--- src/rtl/pattern_player.sv ---
// pattern_player: plays a packed symbol sequence as one-hot LED flashes, each followed by a dark gap.
// Latency: first LED lit the cycle after start; done pulses len*(ON_CYCLES+GAP_CYCLES) cycles after that.
// Backpressure: none; start is ignored unless idle, abort wins over everything. Tone option: PATTERN_PLAYER_TONE_EN.

module pattern_player #(
  parameter int MAX_LEN    = 25,
  parameter int SYM_W      = 3,
  parameter int ON_CYCLES  = 500,
  parameter int GAP_CYCLES = 250,
  parameter int LEN_W      = $clog2(MAX_LEN + 1)
`ifdef PATTERN_PLAYER_TONE_EN
  ,
  parameter int TONE_DIV_BASE = 50
`endif
) (
  input  logic                     clk,
  input  logic                     rst_n,
  input  logic                     start,
  input  logic                     abort,
  input  logic                     reverse,
  input  logic [LEN_W-1:0]         length,
  input  logic [MAX_LEN*SYM_W-1:0] pattern,
  output logic [(2**SYM_W)-1:0]    led,
  output logic                     busy,
  output logic                     done,
  output logic [LEN_W-1:0]         idx,
  output logic                     tone
);

  localparam int LED_W   = 2**SYM_W;
  localparam int PAT_W   = MAX_LEN * SYM_W;
  localparam int TMR_MAX = (ON_CYCLES > GAP_CYCLES) ? ON_CYCLES : GAP_CYCLES;
  localparam int TMR_W   = $clog2(TMR_MAX + 1);

  typedef enum logic [1:0] {
    ST_IDLE,
    ST_ON,
    ST_GAP,
    ST_FIN
  } state_t;

  state_t             r_state;
  logic [PAT_W-1:0]   r_pat;
  logic               r_rev;
  logic [LEN_W-1:0]   r_len;
  logic [TMR_W-1:0]   r_tmr;
  logic [LED_W-1:0]   r_led;
  logic               r_busy;
  logic               r_done;
  logic [LEN_W-1:0]   r_idx;

  state_t             w_state_nxt;
  logic [LED_W-1:0]   w_led_nxt;
  logic               w_busy_nxt;
  logic               w_done_nxt;
  logic [LEN_W-1:0]   w_idx_nxt;
  logic [TMR_W-1:0]   w_tmr_nxt;
  logic               w_snap;

  logic [LEN_W-1:0]   w_len_in;
  logic [LEN_W-1:0]   w_start_idx;
  logic [LEN_W-1:0]   w_step_idx;
  logic               w_last;

  // Mux-based lookup keeps every access inside the bus even for an unused index.
  function automatic logic [SYM_W-1:0] sym_at(input logic [PAT_W-1:0] pat,
                                              input logic [LEN_W-1:0] i);
    sym_at = '0;
    for (int n = 0; n < MAX_LEN; n++) begin
      if (i == LEN_W'(n)) sym_at = pat[n*SYM_W +: SYM_W];
    end
  endfunction

  function automatic logic [LED_W-1:0] onehot(input logic [SYM_W-1:0] s);
    onehot    = '0;
    onehot[s] = 1'b1;
  endfunction

  assign w_len_in    = (length > LEN_W'(MAX_LEN)) ? LEN_W'(MAX_LEN) : length;
  assign w_start_idx = reverse ? (w_len_in - LEN_W'(1)) : '0;
  assign w_step_idx  = r_rev ? (r_idx - LEN_W'(1)) : (r_idx + LEN_W'(1));
  assign w_last      = r_rev ? (r_idx == '0) : (r_idx == (r_len - LEN_W'(1)));

  always_comb begin
    w_state_nxt = r_state;
    w_led_nxt   = r_led;
    w_busy_nxt  = r_busy;
    w_done_nxt  = 1'b0;
    w_idx_nxt   = r_idx;
    w_tmr_nxt   = r_tmr;
    w_snap      = 1'b0;

    if (abort) begin
      w_state_nxt = ST_IDLE;
      w_led_nxt   = '0;
      w_busy_nxt  = 1'b0;
    end else begin
      case (r_state)
        ST_IDLE: begin
          if (start) begin
            w_snap = 1'b1;
            if (w_len_in == '0) begin
              w_state_nxt = ST_FIN;
              w_done_nxt  = 1'b1;
              w_busy_nxt  = 1'b0;
              w_led_nxt   = '0;
            end else begin
              // Symbol comes straight off the bus: the snapshot lands on this same edge.
              w_state_nxt = ST_ON;
              w_idx_nxt   = w_start_idx;
              w_led_nxt   = onehot(sym_at(pattern, w_start_idx));
              w_busy_nxt  = 1'b1;
              w_tmr_nxt   = '0;
            end
          end
        end
        ST_ON: begin
          if (r_tmr == TMR_W'(ON_CYCLES - 1)) begin
            w_state_nxt = ST_GAP;
            w_led_nxt   = '0;
            w_tmr_nxt   = '0;
          end else begin
            w_tmr_nxt = r_tmr + TMR_W'(1);
          end
        end
        ST_GAP: begin
          if (r_tmr == TMR_W'(GAP_CYCLES - 1)) begin
            w_tmr_nxt = '0;
            if (w_last) begin
              w_state_nxt = ST_FIN;
              w_done_nxt  = 1'b1;
              w_busy_nxt  = 1'b0;
            end else begin
              w_state_nxt = ST_ON;
              w_idx_nxt   = w_step_idx;
              w_led_nxt   = onehot(sym_at(r_pat, w_step_idx));
            end
          end else begin
            w_tmr_nxt = r_tmr + TMR_W'(1);
          end
        end
        ST_FIN: begin
          w_state_nxt = ST_IDLE;
          w_busy_nxt  = 1'b0;
        end
        default: begin
          w_state_nxt = ST_IDLE;
          w_led_nxt   = '0;
          w_busy_nxt  = 1'b0;
        end
      endcase
    end
  end

  always_ff @(posedge clk or negedge rst_n) begin
    if (!rst_n) begin
      r_state <= ST_IDLE;
      r_pat   <= '0;
      r_rev   <= 1'b0;
      r_len   <= '0;
      r_tmr   <= '0;
      r_led   <= '0;
      r_busy  <= 1'b0;
      r_done  <= 1'b0;
      r_idx   <= '0;
    end else begin
      r_state <= w_state_nxt;
      r_tmr   <= w_tmr_nxt;
      r_led   <= w_led_nxt;
      r_busy  <= w_busy_nxt;
      r_done  <= w_done_nxt;
      r_idx   <= w_idx_nxt;
      if (w_snap) begin
        r_pat <= pattern;
        r_rev <= reverse;
        r_len <= w_len_in;
      end
    end
  end

  assign led  = r_led;
  assign busy = r_busy;
  assign done = r_done;
  assign idx  = r_idx;

`ifdef PATTERN_PLAYER_TONE_EN
  localparam int TDIV_W = $clog2(TONE_DIV_BASE * LED_W + 1);

  logic              r_tone;
  logic [TDIV_W-1:0] r_tcnt;
  logic [SYM_W-1:0]  w_cur_sym;
  logic [TDIV_W-1:0] w_tdiv;

  assign w_cur_sym = sym_at(r_pat, r_idx);
  assign w_tdiv    = TDIV_W'(TONE_DIV_BASE) * (TDIV_W'(w_cur_sym) + TDIV_W'(1));

  // Half-period restarts low on every ON entry so each flash begins in phase.
  always_ff @(posedge clk or negedge rst_n) begin
    if (!rst_n) begin
      r_tone <= 1'b0;
      r_tcnt <= '0;
    end else if ((w_state_nxt != ST_ON) || (r_state != ST_ON)) begin
      r_tone <= 1'b0;
      r_tcnt <= '0;
    end else if (r_tcnt == (w_tdiv - TDIV_W'(1))) begin
      r_tone <= ~r_tone;
      r_tcnt <= '0;
    end else begin
      r_tcnt <= r_tcnt + TDIV_W'(1);
    end
  end

  assign tone = r_tone;
`else
  assign tone = 1'b0;
`endif

endmodule

--- config.mk ---
export PLATFORM = sky130hd
export DESIGN_NAME = pattern_player
export DESIGN_NICKNAME = d
export VERILOG_FILES = /design/src/rtl/pattern_player.sv
export SDC_FILE = /design/constraint.sdc
export NUM_CORES = 1
export LEC_CHECK = 0
export ABC_AREA = 1
export CORE_MARGIN = 2
export CORE_UTILIZATION = 35
export DETAILED_ROUTE_END_ITERATION = 8
export GPL_TIMING_DRIVEN = 0
export PLACE_DENSITY_LB_ADDON = 0.05
export SLEW_MARGIN = 15
export SYNTH_ARGS = -nofsm -noshare
export SYNTH_HDL_FRONTEND = slang
export SYNTH_SLANG_ARGS = --single-unit
--- constraint.sdc ---
create_clock -name clk -period 4.1 [get_ports clk]
set_input_delay 1.025 -clock clk [delete_from_list [all_inputs] [get_ports clk]]
set_output_delay 1.025 -clock clk [all_outputs]
set_load 0.005 [all_outputs]
---- Yosys cells after proc, flatten, opt, wreduce, memory -nomap -nowiden ----
Index checks and enable logic that the tools add are counted.
operators by class
  bitwise gates (word level) .............. 1
  reduce and logical (&&, ||, !) cells .... 16
  magnitude comparators ................... 5
  add/sub/neg operators ................... 5
  muxes and demuxes ....................... 105
  eq/ne operators ......................... 63
operator list
  cell                                                                    count
  3-bit two-way mux                                                       58
  5-bit equality test (second input constant)                             18
  5-bit by 4-bit equality test with 1-bit output (second input constant)  16
  8-bit two-way mux                                                       6
  5-bit by 3-bit equality test with 1-bit output (second input constant)  8
  9-bit two-way mux                                                       4
  5-bit two-way mux                                                       7
  9-bit case mux with 3 select lines                                      1
  8-bit case mux with 3 select lines                                      1
  5-bit by 2-bit equality test with 1-bit output (second input constant)  4
  5-bit zero test                                                         4
  1-bit two-way mux                                                       16
  3-bit != test (second input constant)                                   5
  5-bit by 1-bit subtractor with 5-bit output (second input constant)     3
  2-bit two-way mux                                                       6
  5-bit by 1-bit equality test with 1-bit output (second input constant)  2
  5-bit case mux with 2 select lines                                      1
  9-bit by 1-bit adder with 9-bit output (second input constant)          1
  9-bit by 8-bit equality test with 1-bit output (second input constant)  1
  9-bit equality test (second input constant)                             1
  3-bit by 4-bit < comparator with 1-bit output (second input constant)   2
  2-bit != test (second input constant)                                   4
  2-bit case mux with 4 select lines                                      1
  4-bit AND reduction                                                     2
  other kinds (18)                                                        23
storage, ports and cells
  input port bits ......................... 85
  output and inout port bits .............. 16
  register bits after elaboration ......... 107

---- Longest topological paths before layout ----
  word-level depth ........................ 42
  mapped depth ............................ 38
  gate-level depth less buffers ........... 38

---- Worst setup path after synthesis ----
No wires, ideal clock.
  path kind ............................... input to register
  start ................................... in length[2]
  end ..................................... reg r_led[0] (netlist: led[0])
  setup slack ............................. 0.326 ns
  arrival ................................. 3.709 ns
  required time ........................... 4.035 ns
  stages on the path ...................... 28
  cell sequence ........................... inv_1 nand2_1 o21ai_2 ha_1 nor2_2 nand2_1 nor2_1 inv_2 nor2_1 inv_2 o21ai_1 o2111ai_1 o21ai_1 and3_1 nand4_1 nor2_1 nand3_1 nand2_1 nand4_1 nand2_1 nand3_1 nor2_1 nand3_2 nor2_1 nand2_1 a21oi_1 nand2_1 nand2_1
on the way
  cells in the longest elaborated chain, start to end .. 42
ends and longest elaborated chain
  item                                                                                                                                   line  text
  start, declared                                                                                                                        21    input logic [LEN_W-1:0] length,
  5-bit > comparator                                                                                                                     79    assign w_len_in = (length > LEN_W'(MAX_LEN)) ? LEN_W'(MAX_LEN) : length;
  5-bit two-way mux (*)                                                                                                                  79
  5-bit by 1-bit subtractor with 5-bit output                                                                                            80    assign w_start_idx = reverse ? (w_len_in - LEN_W'(1)) : '0;
  5-bit two-way mux                                                                                                                      80
  5-bit zero test                                                                                                                        70    if (i == LEN_W'(n)) sym_at = pat[n*SYM_W +: SYM_W];
  3-bit two-way mux (25 in series)                                                                                                       70
  3-bit two-way mux                                                                                                                      102   if (w_len_in == '0) begin
  3-bit two-way mux                                                                                                                      100   if (start) begin
  [... 2 more ...]                                                                                                                       -
  3-bit by 4-bit < comparator with 1-bit output (implied by the code) or 3-bit by 1-bit >= comparator with 1-bit output (tied branches)  76    onehot[s] = 1'b1;
  1-bit logical AND (implied by the code)                                                                                                76
  1-bit two-way mux (implied by the code)                                                                                                76
  1-bit demux with 3-bit select                                                                                                          76
  8-bit two-way mux (*)                                                                                                                  102
  8-bit two-way mux (*)                                                                                                                  100
  8-bit case mux with 3 select lines (*)                                                                                                 98    case (r_state)
  8-bit two-way mux (*)                                                                                                                  93    if (abort) begin
  end signal, assigned                                                                                                                   169   r_led <= w_led_nxt;
  end, declared                                                                                                                          47    logic [LED_W-1:0] r_led;
Mark *: on every way between the ends. The rest lies on a longest branch, timed or not. The select of a mux whose other input is x is not followed.
A chain may end at the register's enable or synchronous reset.

---- Worst setup path in the final report ----
  start ................................... in length[0]
  end ..................................... reg r_led[0] (netlist: led[0])
Same word-level chain as after synthesis.

==> results.md <==
* Status: complete, but fails checks
* Failing checks: setup timing
* Die area at 20330 um^2
* Worst Setup End Kind: register
* Syn Nets at around 1.1k
* RSZ-0062 raised after global routing: true
* Met2 routed WL at 10170 um
* Clock buffer depth at 2
* Core area at 18770 um^2
* Cell Rows at 50
* Worst skew pair latency at about 0.36 ns
* Final TNS setup at -1.180 ns
* Buf/Inv on CP at 3
* Critical path's most frequent cell: nand4_1
* Wire length on met1 at 10750 um
* Synth Warn # at 0
* Initial antenna violation count at 0
* Routed Antenna Nets at 0
* Crit-path slowest cell: ha_4
* Synthesized area per cell at 6.661 um^2
* H-tree depth at 3
* Reg-to-Reg End: led[0]
* Synth Instances at 1009
* Reg area at ~2700 um^2
* Fmax at 0.2326 GHz
* CP startpoint kind: input pin
* Vias post-DR at roughly 6.8k
* #FFs+latches synth at between 100 and 150
* Largest net degree at the start of global routing at 62
* First-pass GRT wire length at roughly 35000 um
* Final WL at 22160 um
* Clock transition at path regs at 0.07 ns
* CTS tree: yes
* Metal3 WL at 997 um
* CTS Hold Bufs at 0
* Hold Path End: r_pat[40]
* Max Cap Viol at 0
* Sequential share of the synthesized area at 39.84%
* Hold depth at 2
* DR top layer: met4
* CTS buffer count at 9
* Start point of the worst hold path: r_pat[40]
* Cell Pwr Density at between 700 and 800 nW/um^2
* Antenna diodes at 0
* Arr. time, crit path at 4.60 ns
* Initial Util at between 30% and 40%
* Initial drt markers at roughly 480
* Area of the multi-input gates at 3840 um^2
* Worst Tran Pin Value at roughly 0.99 ns
* Number of iterations in the first detailed-routing pass at 5
* WS Path Type: input pin to register
* Port bufs at 99
* VDD IR-drop max at 0.3537 mV
* Slew headroom at between 30% and 40%
* CP max FO at 5
* Max stage delay on crit path at 0.21 ns
* Total Power at ~6.7 mW
* Critical path data required time at 4.40 ns
* Crit-path leading delay family: simple AND/OR/NAND/NOR gates
* Routability congestion estimate at 0.8966
* DRC at 0
* Vias per cell at roughly 4.9
* Fin. Hold Viols at 0
* GRT overflow at 0
* Distinct cells, synth at 42
* Syn-to-layout area delta at 31.37%
* Drt wl/cell at roughly 16 um
* Crit path time final at ~4.3 ns
* Fraction of layout cells with a size suffix above 1 at roughly an eighth
* Max-slew violation count at 0
* Flop-to-flop setup slack at 0.17 ns
* R2R depth at 35
* Clock Tree Root: clkbuf_16
* Layout net count at 1241
* Number of top-level pins at 101
* # fillers at about 2k
* HPWL after detailed placement at 16990 um
* Async S/R FF share, synth at 100.0%
* Die Span X at roughly 140 um
* Die H at between 100 and 150 um
* DP Area at 8034 um^2
* Period utilization at 104.9%
* Post-Syn Area at about 6700 um^2
* Vias in the first global route at 6509
* Design Area, Final at 8830 um^2
* Post-route setup slack at -0.1991 ns
* Worst flop-to-flop path startpoint: r_rev
* Clock Sinks at ~110
* Most used DFF post-synth: dfrtp_1
* Leakage power total at 4.192 nW
* Total global-route track usage at approximately 22%
* Final Util at between 40% and 50%
* Hold/Removal Path Class: register to register
* Endpoints failing setup at 8
* Clk_skew at 0.009687 ns
* Pre-CTS setup slack at -1.639 ns
* Number of flops mapped to enable cells by yosys at 0
[cells in the final DEF, fill, tap and decap left out, types with 3 or more instances in the layout]
cell / count
a21oi_1: 44
a21oi_2: 7
a31oi_1: 4
buf_1: 4
buf_4: 18
buf_6: 5
clkbuf_1: 17
clkbuf_16: 9
clkdlybuf4s50_1: 92
clkinv_1: 4
clkinv_4: 3
dfrtp_1: 106
ha_1: 14
inv_1: 98
inv_2: 10
inv_4: 5
nand2_1: 392
nand2_2: 13
nand2_4: 5
nand3_1: 41
nand3_2: 10
nand4_1: 22
nor2_1: 73
nor2_2: 10
nor2_4: 15
nor3_1: 18
nor4_1: 3
o211ai_1: 3
o21ai_0: 48
or2_2: 5
xnor2_1: 4
xor2_1: 4
[how the worst max path moves through the flow]
| stage | from | to | slack, ns | cells past startpoint |
|---|---|---|---|---|
| global route | length[0] | led[1] | -0.37 | 31 |
| floorplan | length[2] | led[0] | 0.33 | 28 |
| global placement | rst_n | r_tmr[8] | -2.44 | 1 |
| detailed placement | length[4] | led[5] | -1.64 | 26 |
| CTS | length[4] | led[4] | -0.19 | 26 |
| finish | length[0] | led[0] | -0.20 | 29 |
[cell families (layout without fill, tap and decap cells)]
kind of cell               Yosys count  after routing  share of synthesized area, %
and+or+nand+nor                    614            614                         37.97
buffers and inverters              139            274                         7.837
AOI/OAI and AO/OA                  121            121                         9.699
DFF                                107            107                         39.84
adders and majority gates           17             17                         3.276
xor gates and xnor gates             9              9                         1.173
other                                1              1                       0.05579
muxes                                1              1                        0.1489
[stage by stage]
| step | hold WS [ns] | cells |
|---|---|---|
| floorplan | 0.4345 | 1009 |
| global placement | 0.4542 | 1342 |
| detailed placement | 0.4561 | 1343 |
| CTS | 0.4745 | 1374 |
| global route | 0.4938 | 1378 |
| finish | 0.4716 | 1378 |
[worst register-to-register path, delay by kind of cell (launching register included)]
kind	cells	cell delay, ns
compound gates	2	0.27
flops	1	0.50
fa+ha+maj	1	0.38
buf+inv	1	0.09
simple gates	31	2.61
[Yosys cell counts (9+ instances only)]
library cell	count	share of area, %
clkbuf_1	16	0.89
nor2_1	88	4.9
inv_2	9	0.50
nor3_1	18	1.3
nand3_1	49	3.6
dfrtp_1	107	40
nand4_1	22	2.0
ha_1	16	3.0
a21oi_1	51	3.8
inv_1	104	5.8
nand2_1	405	23
nor2_2	9	0.84
o21ai_0	50	3.7
[state kept, by name, indices dropped and copies added, names as in the netlist]
| register | count |
|---|---|
| idx | 5 |
| r_tmr | 9 |
| busy | 1 |
| r_rev | 1 |
| r_state | 2 |
| led | 8 |
| r_pat | 75 |
| done | 1 |
| r_len | 5 |
[what timing repair did]
item | 4_1_cts | 5_1_grt
resized for setup | 91 | 29
cloned | 0 | 0
endpoints found under the setup margin | 8 | 8
pin swaps | 46 | 39
setup buffers | 15 | 4
[final cells by class]
type                       instances  share of cell area, %
sequential                       107                  30.34
multi-input combinational        763                  43.49
clock buffer                      10                  2.593
clock inverter                     6                 0.8360
tap                              234                  3.316
timing repair buffer             119                  13.32
buffer                            22                 0.9919
inverter                         117                  5.115
[where the power goes]
group | switching (mW) | total [mW] | internal (mW) | leakage [nW]
clock | 0.427 | 0.909 | 0.483 | 0.148
sequential | 0.313 | 1.83 | 1.52 | 1.35
combinational | 2.62 | 3.92 | 1.31 | 2.69
[routing by layer]
metal / up-vias / GRT usage, %
li1: 3452 / -
met1: 3203 / 32.31
met2: 137 / 35.35
met3: 15 / 3.499
met4: 0 / 4.534
met5: - / 0
Power figures use the tool's default switching activity.
